`config.mk`:
```
export PLATFORM = sky130hd
export DESIGN_NAME = reg_file_resp
export DESIGN_NICKNAME = d
export VERILOG_FILES = /design/src/rtl/reg_file_resp.sv
export SDC_FILE = /design/constraint.sdc
export NUM_CORES = 2
export LEC_CHECK = 0
export CAP_MARGIN = 20
export CORE_AREA = 5 5 328 330
export DETAILED_ROUTE_END_ITERATION = 16
export DIE_AREA = 0 0 333 335
export PLACE_DENSITY = 0.75
export SLEW_MARGIN = 10
export SYNTH_ARGS = -nofsm -noshare
export SYNTH_HDL_FRONTEND = slang
export SYNTH_SLANG_ARGS = --single-unit
```
`constraint.sdc`:
```
create_clock -name clk -period 4.45 [get_ports clk]
set_clock_uncertainty 0.15 [all_clocks]
set_input_delay 0.6675 -clock clk [delete_from_list [all_inputs] [get_ports clk]]
set_output_delay 0.6675 -clock clk [all_outputs]
set_load 0.02 [all_outputs]
```
`src/rtl/reg_file_resp.sv`:
```
// Register file with two request/strobe read ports and a writeback port.
// Each read port runs its own IDLE/WAIT/RESP handshake: a read of a register
// that is marked busy (pending writeback) is held in WAIT until the matching
// writeback arrives, and the written value is forwarded straight to the port.
module reg_file_resp #(
  parameter int WIDTH        = 32,
  parameter int REG_ADDR_LEN = 5
) (
  input  logic                    clk,
  input  logic                    rst,
  input  logic [REG_ADDR_LEN-1:0] Rd1_addr,
  input  logic [REG_ADDR_LEN-1:0] Rd2_addr,
  input  logic                    Rd1_en,
  input  logic                    Rd2_en,
  output logic [WIDTH-1:0]        Rd1_data,
  output logic [WIDTH-1:0]        Rd2_data,
  output logic                    Rd1_st,
  output logic                    Rd2_st,
  input  logic [REG_ADDR_LEN-1:0] Wr_addr,
  input  logic [WIDTH-1:0]        Wr_data,
  input  logic                    Wr_en,
  input  logic                    Busy_set,
  input  logic [REG_ADDR_LEN-1:0] Busy_addr,
  output logic                    Rd_wait
);

  localparam int NREG = 1 << REG_ADDR_LEN;

  typedef enum logic [1:0] {IDLE, WAIT, RESP} state_t;

  logic [WIDTH-1:0]        regs     [NREG];
  logic [NREG-1:0]         busy;

  state_t                  state    [2];
  logic [REG_ADDR_LEN-1:0] lat_addr [2];
  logic                    served   [2];
  logic [WIDTH-1:0]        data_q   [2];
  logic                    st_q     [2];

  logic [REG_ADDR_LEN-1:0] req_addr [2];
  logic                    req_en   [2];

  assign req_addr[0] = Rd1_addr;
  assign req_addr[1] = Rd2_addr;
  assign req_en[0]   = Rd1_en;
  assign req_en[1]   = Rd2_en;

  assign Rd1_data = data_q[0];
  assign Rd2_data = data_q[1];
  assign Rd1_st   = st_q[0];
  assign Rd2_st   = st_q[1];
  assign Rd_wait  = (state[0] == WAIT) || (state[1] == WAIT);

  // Register storage and pending-write scoreboard; a same-edge Busy_set wins
  // over the writeback clear because it belongs to a newer instruction.
  always_ff @(posedge clk) begin
    if (rst) begin
      for (int i = 0; i < NREG; i++) regs[i] <= '0;
      busy <= '0;
    end else begin
      if (Wr_en && (Wr_addr != '0)) regs[Wr_addr] <= Wr_data;
      if (Wr_en) busy[Wr_addr] <= 1'b0;
      if (Busy_set && (Busy_addr != '0)) busy[Busy_addr] <= 1'b1;
    end
  end

  // Per-port read handshake; st is registered so it is high exactly in RESP.
  // A writeback on the acceptance edge resolves a busy register immediately,
  // otherwise the write would be missed and the port would wait forever.
  always_ff @(posedge clk) begin
    if (rst) begin
      for (int p = 0; p < 2; p++) begin
        state[p]    <= IDLE;
        lat_addr[p] <= '0;
        served[p]   <= 1'b0;
        data_q[p]   <= '0;
        st_q[p]     <= 1'b0;
      end
    end else begin
      for (int p = 0; p < 2; p++) begin
        st_q[p] <= 1'b0;
        if (!req_en[p] || (req_addr[p] != lat_addr[p])) served[p] <= 1'b0;
        case (state[p])
          IDLE: begin
            if (req_en[p] && !(served[p] && (req_addr[p] == lat_addr[p]))) begin
              lat_addr[p] <= req_addr[p];
              if (req_addr[p] == '0) begin
                state[p]  <= RESP;
                data_q[p] <= '0;
                st_q[p]   <= 1'b1;
              end else if (Wr_en && (Wr_addr == req_addr[p])) begin
                state[p]  <= RESP;
                data_q[p] <= Wr_data;
                st_q[p]   <= 1'b1;
              end else if (!busy[req_addr[p]]) begin
                state[p]  <= RESP;
                data_q[p] <= regs[req_addr[p]];
                st_q[p]   <= 1'b1;
              end else begin
                state[p]  <= WAIT;
              end
            end
          end
          WAIT: begin
            if (!req_en[p]) begin
              state[p] <= IDLE;
            end else if (Wr_en && (Wr_addr == lat_addr[p])) begin
              state[p]  <= RESP;
              data_q[p] <= Wr_data;
              st_q[p]   <= 1'b1;
            end
          end
          RESP: begin
            state[p]  <= IDLE;
            served[p] <= req_en[p] && (req_addr[p] == lat_addr[p]);
          end
          default: state[p] <= IDLE;
        endcase
      end
    end
  end

endmodule

```
==> flow_summary_export.csv <==
group,metric,value,unit
clock_network,holdBufCountCts,0,
status,status,"finished, final reports clean",
synthesis,yosysSeqAreaShare,0.576,
floorplan,rows,119,
sta,period_share,0.771,
sta,relSlewSlack,0.254,
floorplan,core_area,0.105,sq mm
sta,fmax,0.291,GHz
synthesis,synth.top_cells.by_area,"edfxtp_1 56%, mux4_2 22%, nor3_1 8.8%, clkbuf_1 2.6%, dfxtp_1 1.1%",
layout,drive_gt1_frac,0.250,
synthesis,yosysMostFrequentCell,"edfxtp_1",
sta,slew_viol_final,0,
sta,tightest_slew,1.12,ns
clock_network,cts_tree,"built",
routing,ant_nets,0,
synthesis,synth.top_cell.area_share,0.565,
power_and_ir_drop,power_density,390,mW/mm^2
worst_setup_path,crit_path_start_kind,"input pin",
place,place_congestion,0.907,
global_routing,grt_pass1_wl,285000,um
sta,final-hold-violation-count,0,
clock_network,insertion_delay,0.72,ns
clock_network,cts_num_sinks,1138,
sta,rsz0062_at_grt,"false",
synthesis,syn_inst,3973,
synthesis,synth-edff-count,1105,
synthesis,synth_ff_type,"edfxtp_1",
place,dp_slack,0.386,ns
routing,vias,41700,
routing,routedWlPerCell,36.5,um
run,cap_violations,0,
power_and_ir_drop,fin_total_pwr,25.6,mW
clock_network,numCtsBuffers,116,
clock_network,postCtsSetupBuffers,0,
worst_setup_path,worstPathArrival,3.72,ns
floorplan,dieArea,0.112,sq mm
synthesis,synth_cell_types,46,
place,place_hpwl,115000,um
sta,fin_ws,1.02,ns
routing,wl,197000,um
routing,viasPerCell,7.73,
clock_network,cts_buffer_depth,3,
synthesis,avgSynthCellArea,14.8,sq um
synthesis,synth_area,0.0588,sq mm
layout,area_growth_syn_to_layout,12.0,%
power_and_ir_drop,p_leak,20.1,nW
clock_network,cts_root_buffer,"clkbuf_16",
floorplan,die_y,335,um
floorplan,ios,125,
synthesis,yosysTopAreaCell,"edfxtp_1",
worst_setup_path,critPathKind,"input pin to register",
global_routing,grt_overflow,0,
synthesis,synth_warnings,0,
floorplan,die_width,333,um
clock_network,h-tree-depth,3,
worst_setup_path,critPathMaxFanout,19,
hold_path,hold_class,"input pin to register",
sta,setup_tns,0,ns
sta,fin_crit,3.43,ns
sta,setup_viol,0,
global_routing,grt_max_degree,119,
global_routing,grt_antenna_before_repair,10,
routing,drt_first_pass_iters,7,
worst_setup_path,required,4.74,ns
synthesis,async_reset_ff_frac,0,
routing,drc_errors,0,
clock_network,cts_resized,0,
clock_network,clk_pin_slew,0.06,ns
worst_setup_path,worst_setup_path_end_kind,"register",
floorplan,initial_core_util,0.562,
layout,layout.nets,3962,
global_routing,grt_usage,0.348,
synthesis,synth_common_cells,"1105 x edfxtp_1, 1032 x nor3_1, 584 x mux4_2",
routing,drt_iter0_markers,7604,
global_routing,grt_pass1_vias,41000,
synthesis,ys_ff_latch,1138,
place,port_buffers,124,
power_and_ir_drop,ir_drop,0.348,mV
-- critical path, stage by stage --
cell             delay (ns)
clkdlybuf4s50_1        1.00
nand2b_2               0.73
buf_4                  0.44
o22ai_1                0.19
nor3_1                 0.08
a2111oi_0              0.50
a221oi_1               0.10
-- sequential cells by signal, indices dropped and copies added (netlist names) --
signal and count:
busy 32, data_q 64, lat_addr 10, regs 1024, served 2, st_q 2, state 4
-- layout make-up --
cell class | count | area (sq um)
Antenna cell | 3 | 7.51
Clock buffer | 145 | 3030
Fill cell | 7446 | 38700
Inverter | 43 | 161
Timing Repair Buffer | 321 | 3510
Tap cell | 1391 | 1740
Sequential cell | 1138 | 33800
Clock inverter | 70 | 517
Multi-Input combinational cell | 2284 | 23000
-- final timing paths --
kind         slack, ns  cells after the start         from             end
max reg2reg       1.59                      6  state[1][1]   data_q[1][21]
min reg2reg       0.34                      2      busy[5]         busy[5]
min               0.26                      2  Rd1_addr[3]  lat_addr[0][3]
max               1.02                      7  Rd2_addr[4]   data_q[1][24]
-- stage by stage --
| step | std cells | utilization | cell area (sq um) | hold WS (ns) |
|---|---|---|---|---|
| 6_report | 5395 | 0.630 | 65800 | 0.264 |
| 3_5_place_dp | 5164 | 0.592 | 61900 | 0.329 |
| 5_1_grt | 5392 | 0.630 | 65800 | 0.265 |
| 2_1_floorplan | 4004 | - | 58900 | 0.309 |
| 4_1_cts | 5379 | 0.626 | 65500 | 0.231 |
| 3_3_place_gp | 5161 | 0.592 | 61800 | 0.321 |
-- placed cells by master (no fill, tap or decap), types with 7 or more instances in the layout --
master / count
nand3_1: 12
xor2_1: 19
clkinv_1: 33
a22oi_1: 69
clkbuf_1: 27
a2111oi_0: 32
o21bai_4: 31
nand3b_1: 12
o22ai_1: 69
xnor2_1: 11
o21ai_0: 29
conb_1: 33
dfxtp_1: 33
buf_16: 13
nand2b_1: 7
clkdlybuf4s50_1: 115
buf_4: 146
nor2_1: 23
o21ai_1: 32
mux4_2: 584
clkinv_2: 19
inv_1: 43
edfxtp_1: 1105
a21oi_1: 32
a221oi_1: 32
buf_12: 40
clkbuf_16: 116
nor2b_1: 16
mux2i_1: 51
nor3_1: 1032
nand2_1: 108
-- report_power, final --
part	internal [mW]	switching (mW)	total, mW
sequential	12.4	0.370	12.8
clock	5.16	4.22	9.38
combinational	1.44	2.08	3.52
total	19.0	6.67	25.6
-- kinds of logic after synthesis --
logic type,after synthesis,synth area share
AND/OR/NAND/NOR,1252,0.106
flip-flops,1138,0.576
multiplexers,635,0.233
buffers and inverters,582,0.0419
AO/OA/AOI/OAI,334,0.0388
XOR/XNOR,30,0.00447
other,2,0.000128
-- metal layers --
| metal | vias up | part of all wire | wire (um) | GRT usage |
|---|---|---|---|---|
| met5 | - | 0.00041 | 81 | 0 |
| met3 | 861 | 0.16 | 30600 | 0.107 |
| li1 | 16100 | - | - | - |
| met2 | 4095 | 0.46 | 89600 | 0.528 |
| met4 | 14 | 0.070 | 13800 | 0.198 |
| met1 | 20700 | 0.32 | 62600 | 0.453 |
(Power assumes the default switching activity.)
